==> src/rtl/id_hazard_ctrl_pkg.sv <==
// Shared types for the ID-stage hazard controller: forward-select encoding and scoreboard slot.
package id_hazard_ctrl_pkg;

  localparam int unsigned SLOT_RD_W = 5;

  typedef enum logic [1:0] {
    FWD_NONE   = 2'b00,
    FWD_EX_MEM = 2'b01,
    FWD_MEM_WB = 2'b10
  } fwd_sel_type;

  typedef struct packed {
    logic                 valid;
    logic [SLOT_RD_W-1:0] rd;
    logic                 is_load;
  } hazard_slot_type;

  // Youngest producer wins: the EX-slot match takes precedence over the MEM-slot match.
  function automatic fwd_sel_type fwd_pick(input logic ex_match, input logic mem_match);
    if (ex_match)       return FWD_EX_MEM;
    else if (mem_match) return FWD_MEM_WB;
    else                return FWD_NONE;
  endfunction

endpackage

==> src/rtl/id_hazard_ctrl_scoreboard.sv <==
// EX/MEM destination scoreboard: shifts on every non-frozen edge, accepts a bubble or the ID
// instruction into EX, and reports per-source matches against both slots.
module hazard_scoreboard
  import id_hazard_ctrl_pkg::*;
#(
  parameter int unsigned REG_ADDR_W = 5
) (
  input  logic                  clk,
  input  logic                  rstn,
  input  logic                  freeze,
  input  logic                  bubble,
  input  logic                  id_valid,
  input  logic [REG_ADDR_W-1:0] id_rs1,
  input  logic [REG_ADDR_W-1:0] id_rs2,
  input  logic                  id_rs1_used,
  input  logic                  id_rs2_used,
  input  logic [REG_ADDR_W-1:0] id_rd,
  input  logic                  id_reg_write,
  input  logic                  id_is_load,
  output logic                  ex_is_load,
  output logic                  ex_rs1_match,
  output logic                  ex_rs2_match,
  output logic                  mem_rs1_match,
  output logic                  mem_rs2_match
);

  hazard_slot_type ex_slot;
  hazard_slot_type mem_slot;
  hazard_slot_type new_entry;

  // Only real writes to a non-zero register occupy a slot, so x0 can never match.
  always_comb begin
    new_entry         = '0;
    new_entry.valid   = !bubble && id_reg_write && (id_rd != '0);
    new_entry.rd      = SLOT_RD_W'(id_rd);
    new_entry.is_load = id_is_load;
  end

  always_ff @(posedge clk or negedge rstn) begin
    if (!rstn) begin
      ex_slot  <= '0;
      mem_slot <= '0;
    end else if (!freeze) begin
      mem_slot <= ex_slot;
      ex_slot  <= new_entry;
    end
  end

  assign ex_is_load    = ex_slot.is_load;
  assign ex_rs1_match  = id_valid && id_rs1_used && ex_slot.valid  && (ex_slot.rd  == SLOT_RD_W'(id_rs1));
  assign ex_rs2_match  = id_valid && id_rs2_used && ex_slot.valid  && (ex_slot.rd  == SLOT_RD_W'(id_rs2));
  assign mem_rs1_match = id_valid && id_rs1_used && mem_slot.valid && (mem_slot.rd == SLOT_RD_W'(id_rs1));
  assign mem_rs2_match = id_valid && id_rs2_used && mem_slot.valid && (mem_slot.rd == SLOT_RD_W'(id_rs2));

endmodule

==> src/rtl/id_hazard_ctrl.sv <==
// ID-stage hazard/sequencing controller: stall, flush and bubble control plus counters.
// Define ID_HAZARD_FORWARD_EN to build the forwarding selects (stall only on load-use).
module id_hazard_ctrl
  import id_hazard_ctrl_pkg::*;
#(
  parameter int unsigned REG_ADDR_W = 5,
  parameter int unsigned CNT_W      = 32
) (
  input  logic                  clk,
  input  logic                  rstn,
  input  logic                  id_valid,
  input  logic [REG_ADDR_W-1:0] id_rs1,
  input  logic [REG_ADDR_W-1:0] id_rs2,
  input  logic                  id_rs1_used,
  input  logic                  id_rs2_used,
  input  logic [REG_ADDR_W-1:0] id_rd,
  input  logic                  id_reg_write,
  input  logic                  id_is_load,
  input  logic                  ex_mispredict,
  input  logic                  mem_stall,
  output logic                  stall_pc,
  output logic                  bubble_ex,
  output logic                  flush_id,
  output logic [1:0]            fwd_a_sel,
  output logic [1:0]            fwd_b_sel,
  output logic [CNT_W-1:0]      stall_cnt,
  output logic [CNT_W-1:0]      flush_cnt
);

`ifdef ID_HAZARD_FORWARD_EN
  localparam bit FULL_INTERLOCK = 1'b0;
`else
  localparam bit FULL_INTERLOCK = 1'b1;
`endif

  logic ex_is_load;
  logic ex_rs1_match, ex_rs2_match;
  logic mem_rs1_match, mem_rs2_match;
  logic hazard;

  hazard_scoreboard #(.REG_ADDR_W(REG_ADDR_W)) u_scoreboard (
    .clk          (clk),
    .rstn         (rstn),
    .freeze       (mem_stall),
    .bubble       (bubble_ex || !id_valid),
    .id_valid     (id_valid),
    .id_rs1       (id_rs1),
    .id_rs2       (id_rs2),
    .id_rs1_used  (id_rs1_used),
    .id_rs2_used  (id_rs2_used),
    .id_rd        (id_rd),
    .id_reg_write (id_reg_write),
    .id_is_load   (id_is_load),
    .ex_is_load   (ex_is_load),
    .ex_rs1_match (ex_rs1_match),
    .ex_rs2_match (ex_rs2_match),
    .mem_rs1_match(mem_rs1_match),
    .mem_rs2_match(mem_rs2_match)
  );

  // With forwarding only a load in EX blocks; a full interlock blocks on any EX/MEM producer.
  assign hazard = ((ex_rs1_match || ex_rs2_match) && (ex_is_load || FULL_INTERLOCK)) ||
                  ((mem_rs1_match || mem_rs2_match) && FULL_INTERLOCK);

  // Priority: mem_stall > ex_mispredict > hazard > advance.
  always_comb begin
    stall_pc  = 1'b0;
    bubble_ex = 1'b0;
    flush_id  = 1'b0;
    if (mem_stall) begin
      stall_pc = 1'b1;
    end else if (ex_mispredict) begin
      flush_id  = 1'b1;
      bubble_ex = 1'b1;
    end else if (hazard) begin
      stall_pc  = 1'b1;
      bubble_ex = 1'b1;
    end
  end

  always_ff @(posedge clk or negedge rstn) begin
    if (!rstn) begin
      stall_cnt <= '0;
      flush_cnt <= '0;
    end else if (!mem_stall) begin
      if (ex_mispredict)  flush_cnt <= flush_cnt + CNT_W'(1);
      else if (hazard)    stall_cnt <= stall_cnt + CNT_W'(1);
    end
  end

`ifdef ID_HAZARD_FORWARD_EN
  fwd_sel_type fwd_a_q, fwd_b_q;

  // Selects follow the instruction into EX; a bubble carries no operands.
  always_ff @(posedge clk or negedge rstn) begin
    if (!rstn) begin
      fwd_a_q <= FWD_NONE;
      fwd_b_q <= FWD_NONE;
    end else if (!mem_stall) begin
      if (bubble_ex) begin
        fwd_a_q <= FWD_NONE;
        fwd_b_q <= FWD_NONE;
      end else begin
        fwd_a_q <= fwd_pick(ex_rs1_match, mem_rs1_match);
        fwd_b_q <= fwd_pick(ex_rs2_match, mem_rs2_match);
      end
    end
  end

  assign fwd_a_sel = fwd_a_q;
  assign fwd_b_sel = fwd_b_q;
`else
  assign fwd_a_sel = FWD_NONE;
  assign fwd_b_sel = FWD_NONE;
`endif

endmodule

==> config.mk <==
export PLATFORM = sky130hd
export DESIGN_NAME = id_hazard_ctrl
export DESIGN_NICKNAME = d
export VERILOG_FILES = /design/src/rtl/id_hazard_ctrl_pkg.sv /design/src/rtl/id_hazard_ctrl_scoreboard.sv /design/src/rtl/id_hazard_ctrl.sv
export SDC_FILE = /design/constraint.sdc
export NUM_CORES = 1
export LEC_CHECK = 0
export BUFFER_PORTS_ARGS = -buffer_cell sky130_fd_sc_hd__buf_2
export CAP_MARGIN = 20
export CELL_PAD_IN_SITES_DETAIL_PLACEMENT = 0
export CELL_PAD_IN_SITES_GLOBAL_PLACEMENT = 1
export CORE_MARGIN = 4
export CORE_UTILIZATION = 41
export CTS_CLUSTER_DIAMETER = 100
export CTS_CLUSTER_SIZE = 20
export DETAILED_ROUTE_END_ITERATION = 12
export PLACE_DENSITY = 0.84
export SLEW_MARGIN = 15
export SYNTH_ARGS = -nofsm -noshare
export SYNTH_HDL_FRONTEND = slang
export SYNTH_HIERARCHICAL = 1
export SYNTH_SLANG_ARGS = --single-unit
==> constraint.sdc <==
create_clock -name clk -period 2.3 [get_ports clk]
set_input_delay 0.115 -clock clk [delete_from_list [all_inputs] [get_ports clk]]
set_output_delay 0.115 -clock clk [all_outputs]
set_load 0.05 [all_outputs]
==> impl_metrics.csv <==
group,metric,value,unit
worst_setup_path,cp_top_family,"simple AND/OR/NAND/NOR gates",
run_status,outcome,"complete, no violations",
floorplanning,die_area,10860,um^2
global_route,grt_pass1_wl,14580,um
clock_tree,cts_tree,"yes",
worst_setup_path,end_kind,"output port",
floorplanning,core-area,8848,um^2
min_path,hold_class,"input pin to register",
yosys,ys_warn_count,6,
sta,post-route-period-util,0.9454,
drt,via_count,2861,
sta,slew_headroom,0.3587,
sta,fmax,459.9,MHz
sta,tightestPinTransition,962.0,ps
drt,drcViolationCount,0,
yosys,syn_area_per_cell,11.16,um^2
place,dp_hpwl,6194,um
place,gp_congestion,0.8234,
cells_and_area,syn_to_final_growth,20.18,%
sta,fin_crit,2174,ps
yosys,syn_inst,340,
sta,finalHoldViolCount,0,
drt,vias_per_cell,5.202,
cells_and_area,drive_above_1_share,0.3032,
yosys,synthesis.area,3795,um^2
drt,drtIter0Drc,104,
place,port_buffers,89,
clock_tree,clock-sinks,76,
power_and_ir_drop,power.leakage,2.261,nW
sta,drv_slew,0,
clock_tree,cts.path.max_buffers,2,
clock_tree,htree_levels,3,
run,cap_violations,0,
cells_and_area,layout_commonest_cell,"buf_2",
worst_setup_path,path_cells,"xnor2_1 -> nand4_1 -> nor3_2 -> or4_4 -> nor2_4 -> nor2_1 -> buf_4",
power_and_ir_drop,worst_ir_drop_vdd,823.5,uV
power_and_ir_drop,power_per_cell_area,661.8,nW/um^2
sta,setup_viol,0,
global_route,grt_antenna_before_repair,0,
floorplanning,rows,34,
power_and_ir_drop,total_power,0.003018,W
cells_and_area,fill_cells,825,
clock_tree,root_buffer,"clkbuf_8",
sta,skew,14.04,ps
sta,fin_tns_setup,0,ps
floorplanning,start_util,0.4289,
floorplanning,dieWidth,104.2,um
cells_and_area,nets,464,
drt,wl,8435,um
global_route,grt_pass1_vias,2911,
sta,rsz0062_at_grt,"false",
clock_tree,clk_latency,340,ps
worst_setup_path,critPathMaxFanout,5,
worst_setup_path,critPathRequiredTime,2180,ps
global_route,grt-ovfl-total,0,
drt,drt_first_pass_iters,4,
worst_setup_path,path_buf_inv,1,
global_route,grt_max_degree,77,
sta,hold_ws,28.99,ps
cells_and_area,layout_common_cells,"buf_2, dfrtp_1, xnor2_1",
floorplanning,die_h,104.2,um
worst_setup_path,start_kind,"register",
worst_setup_path,critPathKind,"register to output port",
worst_setup_path,critical_path.slowest_cell,"or4_4",
drt,antenna_left,0,
worst_setup_path,max_stage_delay,590,ps
clock_tree,cts-buffers-inserted,9,
global_route,grt_usage,0.1618,
floorplanning,num_io_pins,95,
clock_tree,path_clk_slew,80,ps
drt,wl_per_cell,15.34,um
worst_setup_path,crit_arrival,2060,ps
cells_and_area,num_antenna_cells,0,
[metrics by stage]
step | cell area (um^2) | instances | worst slack, ps | utilization
global placement | 4350 | 534 | 221.6 | 0.4917
global route | 4561 | 550 | 16.26 | 0.5154
finish | 4561 | 550 | 125.6 | 0.5154
CTS | 4546 | 550 | 29.81 | 0.5137
detailed placement | 4350 | 534 | 183.7 | 0.4917
floorplan | 3806 | 343 | 117.3 | -
[report_power, final]
group	switching [W]	total, W	internal, W
Combinational	0.000361	0.000529	0.000168
Sequential	0.000105	0.00152	0.00141
Clock	0.000479	0.000972	0.000493
Total	0.000946	0.00302	0.00207
[cell type report]
class,count,area (um^2),share of cell area
clock buffer,10,127.6,0.02798
clock inverter,5,53.80,0.01180
inverter,4,15.01,0.003292
multi-input combinational,252,1829,0.4011
sequential,76,1902,0.4170
tap,108,135.1,0.02963
timing repair buffer,95,498.0,0.1092
[state kept, by name, indices dropped and copies added (netlist names)]
signal,cells
stall_cnt,32
flush_cnt,32
u_scoreboard/ex_slot,6
u_scoreboard/mem_slot,6
[metal layers]
layer	track usage	up-vias	wire length, um
met1	0.2242	1397	3898
met3	0.03104	8	426
li1	-	1386	-
met2	0.2549	70	4016
met4	0.05413	0	93
met5	0	-	0
[path summary, 6_finish.rpt]
path / endpoint / from / slack (ps) / cells past startpoint
setup / recovery: bubble_ex / u_scoreboard/ex_slot[2] / 130 / 7
hold / removal: u_scoreboard/ex_slot[4] / id_rd[3] / 30 / 2
setup reg to reg: stall_cnt[23] / u_scoreboard/ex_slot[2] / 180 / 9
hold reg to reg: flush_cnt[31] / flush_cnt[31] / 460 / 1
max in group asynchronous: u_scoreboard/ex_slot[5] / rstn / 1200 / 2
min in group asynchronous: stall_cnt[12] / rstn / 460 / 2
[repair_timing]
action / in CTS / in global routing
hold endpoints to repair: 76 / 0
hold buffers: 1 / 0
resized for setup: 1 / 5
buffers inserted: 0 / 0
setup endpoints to repair: 1 / 8
Power figures use the tool's default switching activity.
